### config.mk
export PLATFORM = sky130hd
export DESIGN_NAME = resp_cancel_tracker
export DESIGN_NICKNAME = d
export VERILOG_FILES = /design/src/rtl/resp_cancel_tracker.sv
export SDC_FILE = /design/constraint.sdc
export NUM_CORES = 1
export LEC_CHECK = 0
export ABC_AREA = 1
export CORE_MARGIN = 2
export CORE_UTILIZATION = 46
export DETAILED_ROUTE_END_ITERATION = 16
export HOLD_SLACK_MARGIN = 0.12
export PLACE_DENSITY = 0.82
export SLEW_MARGIN = 20
export SYNTH_ARGS = -nofsm -noshare
export SYNTH_HDL_FRONTEND = slang
export SYNTH_SLANG_ARGS = --single-unit
### constraint.sdc
create_clock -name clk -period 1.55 [get_ports clk]
set_clock_uncertainty 0.05 [all_clocks]
set_input_delay 0.155 -clock clk [delete_from_list [all_inputs] [get_ports clk]]
set_output_delay 0.155 -clock clk [all_outputs]
set_load 0.02 [all_outputs]
### src/rtl/resp_cancel_tracker.sv
// In-order tracker for outstanding cache requests: marks entries cancelled on flush and drops their late responses.
// Optional TRACKER_STATS_EN adds drop_cnt (saturating dropped-response count) and max_outstanding (occupancy high-water mark).
module resp_cancel_tracker #(
    parameter int DEPTH = 4,
    parameter int CNT_W = $clog2(DEPTH + 1)
) (
    input  logic             clk,
    input  logic             reset,
    input  logic             req_accept,
    input  logic             req_keep,
    input  logic             resp_ok,
    input  logic             flush_hard,
    input  logic             flush_soft,
    output logic             issue_allow,
    output logic             resp_valid,
    output logic             resp_drop,
    output logic [CNT_W-1:0] outstanding,
    output logic             empty,
    output logic             proto_err
`ifdef TRACKER_STATS_EN
    ,
    output logic [31:0]      drop_cnt,
    output logic [CNT_W-1:0] max_outstanding
`endif
);

    localparam int PTR_W = (DEPTH > 1) ? $clog2(DEPTH) : 1;
    localparam logic [PTR_W-1:0] PTR_LAST = PTR_W'(DEPTH - 1);
    localparam logic [CNT_W-1:0] CNT_FULL = CNT_W'(DEPTH);

    logic [DEPTH-1:0] cancel_q, cancel_d;
    logic [DEPTH-1:0] keep_q, keep_d;
    logic [PTR_W-1:0] rd_ptr_q, rd_ptr_d;
    logic [PTR_W-1:0] wr_ptr_q, wr_ptr_d;
    logic [CNT_W-1:0] count_q, count_d;
    logic             empty_q, empty_d;
    logic             proto_err_q, proto_err_d;

    logic is_full;
    logic is_empty;
    logic do_pop;
    logic do_push;
    logic head_cancel;
    logic push_cancel;

    always_comb begin
        is_full     = (count_q == CNT_FULL);
        is_empty    = (count_q == '0);
        do_pop      = resp_ok && !is_empty;
        // A pop in the same cycle frees a slot, so a push into a full tracker is legal then.
        do_push     = req_accept && (!is_full || do_pop);
        head_cancel = cancel_q[rd_ptr_q] | flush_hard | (flush_soft & ~keep_q[rd_ptr_q]);
        push_cancel = flush_hard | (flush_soft & ~req_keep);
        issue_allow = !is_full || resp_ok;
        resp_valid  = do_pop && !head_cancel && !reset;
        resp_drop   = do_pop && head_cancel && !reset;
    end

    always_comb begin
        // Flushes apply to every slot; stale slots are rewritten on push anyway.
        cancel_d = cancel_q | {DEPTH{flush_hard}} | ({DEPTH{flush_soft}} & ~keep_q);
        keep_d   = keep_q;
        rd_ptr_d = rd_ptr_q;
        wr_ptr_d = wr_ptr_q;
        count_d  = count_q;

        if (do_push) begin
            cancel_d[wr_ptr_q] = push_cancel;
            keep_d[wr_ptr_q]   = req_keep;
            wr_ptr_d           = (wr_ptr_q == PTR_LAST) ? '0 : wr_ptr_q + 1'b1;
        end
        if (do_pop) begin
            rd_ptr_d = (rd_ptr_q == PTR_LAST) ? '0 : rd_ptr_q + 1'b1;
        end

        case ({do_push, do_pop})
            2'b10:   count_d = count_q + 1'b1;
            2'b01:   count_d = count_q - 1'b1;
            default: count_d = count_q;
        endcase

        empty_d     = (count_d == '0);
        proto_err_d = proto_err_q
                    | (req_accept && is_full && !resp_ok)
                    | (resp_ok && is_empty);
    end

    always_ff @(posedge clk) begin
        if (reset) begin
            cancel_q    <= '0;
            keep_q      <= '0;
            rd_ptr_q    <= '0;
            wr_ptr_q    <= '0;
            count_q     <= '0;
            empty_q     <= 1'b1;
            proto_err_q <= 1'b0;
        end else begin
            cancel_q    <= cancel_d;
            keep_q      <= keep_d;
            rd_ptr_q    <= rd_ptr_d;
            wr_ptr_q    <= wr_ptr_d;
            count_q     <= count_d;
            empty_q     <= empty_d;
            proto_err_q <= proto_err_d;
        end
    end

    assign outstanding = count_q;
    assign empty       = empty_q;
    assign proto_err   = proto_err_q;

`ifdef TRACKER_STATS_EN
    logic [31:0]      drop_cnt_q, drop_cnt_d;
    logic [CNT_W-1:0] max_q, max_d;

    always_comb begin
        drop_cnt_d = drop_cnt_q;
        if (resp_drop && (drop_cnt_q != 32'hFFFF_FFFF)) begin
            drop_cnt_d = drop_cnt_q + 32'd1;
        end
        max_d = (count_d > max_q) ? count_d : max_q;
    end

    always_ff @(posedge clk) begin
        if (reset) begin
            drop_cnt_q <= '0;
            max_q      <= '0;
        end else begin
            drop_cnt_q <= drop_cnt_d;
            max_q      <= max_d;
        end
    end

    assign drop_cnt        = drop_cnt_q;
    assign max_outstanding = max_q;
`endif

endmodule

==> results.md <==
- CP delay by family, top: simple AND/OR/NAND/NOR gates
- Worst path most repeated cell: nor2_2
- Post-synth EDFFs: 0
- Worst slew pin tran: 0.375 ns
- Port-buffer cells: 14
- Flop pwr share: a little over a third
- Worst setup path start: outstanding[0]
- Worst-path maximum fanout: 3
- Synth Area in Compound Gates: between 10% and 20%
- Largest family of logic cells by synthesized area: simple AND/OR/NAND/NOR gates
- Area leader, netlist: dfxtp_1
- First-pass GRT wire length: approximately 4.6 mm
- Syn Std Cell Area: 942 um^2
- CP max stage cell: dfxtp_4
- Fill cell count: around 150
- Net count after synthesis: 139
- Die W: 49.3 um
- Clk root buf: clkbuf_4
- Iter 0 DRT Violations: 11
- Gp weighted congestion: 0.781
- Max Cap Violations: 0
- Total clock sinks: 17
- Async S/R FF share, synth: 0%
- Synth cell types: 22
- Design area: approximately 1400 um^2
- Post-synthesis simple-gate area fraction: 30.8%
- Nets@finish: about 190
- Final hold violation count: 0
- Min-Delay Path Class: input pin to register
- Share of cells above drive strength 1: 42.4%
- Failing checks: negative setup slack
- Top cells by area, synth: dfxtp_1, nand2_1, inv_1
- Register area share after synthesis: 36.1%
- Core ar.: 1940 um^2
- H-tree lvl count: 1
- Pint: ~0.95 mW
- Syn Inst Count: between 100 and 150
- DRC errors left: 0
- Yosys warns: 0
- Die area: 2430 um^2
- Share of the synthesized area in the top cell type: 36.1%
- Final Max Slew Viols: 0
- Max Clk Rate: between 600 and 700 MHz
- Post-synth top cells: nand2_1, inv_1, dfxtp_1
- Mux cell area share after synthesis: 0%
- DRT Wirelength: between 2 and 3 mm
- Post-route minimum period: roughly 1.6 ns
- FP Rows: 16
- Avg Inst Size Synth: around 7.5 um^2
- Worst EP required: 1.71 ns
- Rel. slew slack: roughly 75%
- Total track usage: 25.1%
- Sw Pwr: ~0.60 mW
- Area grow syn2layout: 51.9%
- CP cell instances: nor2_4 > nand2_4 > nand3_4 > fa_2 > inv_2 > nand3_2 > nand2_2 > a21oi_2 > nor2_2 > nor2_2
- Die Ht: 49.3 um
- Number of global-route vias before repair: 1007
- Met3 WL post-DR: 74 um
- Total gr overflow: 0
- Worst setup margin: -0.0339 ns
- M1 wire length: about 1.1 mm
- Setup CP Type: register to register
- Non-Filler Instances: between 150 and 200
- Startpoint Class: register
- Final setup viols: 3
- Critical path data arrival time: between 1.5 and 2 ns
- Clk_lat worst skew: 0.30 ns
- Worst vdd ir: 672 uV
- Drt first pass iters: 4
- Vias per inst: 4.93
- Num CTS Buffers: 3
- Status: complete, but fails checks
- Drt wl/cell: 13.6 um
- Pleak: 0.704 nW
- Clk network pwr share: 16.0%
- Antenna diode count: 0
- Comb pwr share: 47.7%
- Post-route ant nets: 0
- # IOs: 15
- Pwr dens: 1080 nW/um^2
- Reg2reg start: outstanding[0]
- Crit path buffers/inverters: 1
- Placed cell area: between 1000 and 1500 um^2
- Initial Util: 48.5%
- Flops & latches, synth: 17
- Largest net degree at the start of global routing: 13
- CP peak stage delay: ~0.37 ns
- Setup total negative slack: -0.0671 ns
- Routed met2 length: 1.47 mm
- Max Used Layer: met4
- Unrepaired setup endpoints after global routing: true
- Initial antenna violation count: 0
- Clock buffer depth: 2
- Clock transition at path regs: 0.11 ns
- Synth Area in Adders: 8.76%
- HPWL after detailed placement: 1.93 mm
- XOR/XNOR Fraction of Synth Area: 0%
- Net Sw Frac: 38.6%
- CP endpoint kind: register
- CTS tree: built
- Hold wc startpoint: flush_hard
- Ys flop type: dfxtp_1
- Most frequent cell after synthesis: nand2_1
- Cell total after placement: 188
- Period utilization: 102%
- Total number of vias: about 980
cell usage in the layout, fill, tap and decap left out, types with 2 or more instances in the layout:
cell type        Yosys  final
nand2_1             20     17
clkdlybuf4s50_1      0      5
inv_1               18     15
a21oi_2              0      2
dfxtp_2              0      4
dlygate4sd2_1        0      5
a21oi_1             12     10
nor2_1              12     10
nor2_4               2      2
inv_2                1      4
dfxtp_1             17     10
nand3_1             13      9
o21ai_0              9      8
clkbuf_4             0      3
dfxtp_4              0      3
nand2_2              1      3
buf_4                0     30
nor2_2               2      4
nand3_2              2      5
ha_1                 5      5
nor3_2               0      2
nand2_4              3      4
worst reg2reg max path, cell delays in order (launching register included):
cell	delay [ns]
dfxtp_4	0.37
nor2_4	0.05
nand2_4	0.09
nand3_4	0.08
fa_2	0.37
inv_2	0.09
nand3_2	0.07
nand2_2	0.10
a21oi_2	0.06
nor2_2	0.12
nor2_2	0.04
path summary, 6_finish.rpt:
kind | to | slack, ns | depth (start not counted)
max | empty | -0.03 | 10
min | cancel_q[2] | 0.32 | 3
max reg2reg | empty | -0.03 | 10
min reg2reg | keep_q[1] | 0.43 | 2
sequential cells by signal, indices dropped and copies added, names as in the netlist:
name	count
outstanding	3
cancel_q	4
keep_q	4
proto_err	1
wr_ptr_q	2
rd_ptr_q	2
empty	1
logic make-up after synthesis:
group | after synthesis
AND/OR/NAND/NOR | 57
buffers and inverters | 20
flip-flops | 17
AO/OA/AOI/OAI | 26
adder cells (fa/ha/maj) | 6
power by group through the flow:
stage                     Clock, mW  Sequential, mW  Combinational [mW]
after CTS                     0.246           0.565               0.688
after floorplan                   0           0.610               0.306
after global routing          0.268           0.570               0.810
after global placement            0           0.566               0.615
after detailed placement          0           0.572               0.655
final                         0.248           0.564               0.740
layout make-up:
cell class | instances | area [um^2] | share of cell area [%]
Multi-Input combinational cell | 89 | 596 | 41.6
Sequential cell | 17 | 357 | 24.9
Timing Repair Buffer | 43 | 348 | 24.3
Tap cell | 27 | 33.8 | 2.36
Inverter | 19 | 71.3 | 4.98
Clock buffer | 4 | 26.3 | 1.84
layer usage:
metal  up-vias  GRT usage [%]
met2        17           47.5
li1        502              -
met1       457           27.9
met3         6           3.37
met4         0           9.52
met5         -              0
timing repair:
action | CTS | global route
endpoints found under the setup margin | 6 | 6
gates cloned | 0 | 0
resized for setup | 30 | 13
hold buffers | 0 | 0
pin swaps | 7 | 13
buffers inserted | 5 | 2
through the flow:
step                      util [%]  power [mW]  hold WS, ns  setup WS, ns
final                         73.7        1.55        0.317       -0.0339
after global routing          73.7        1.65        0.381        -0.105
after CTS                     71.2        1.50        0.317       -0.0422
after detailed placement      66.8        1.23        0.412        -0.624
after global placement        66.8        1.18        0.404        -0.473
after floorplan                  -       0.917        0.174      -0.00560
No activity file was read; power rests on OpenSTA's default activity.
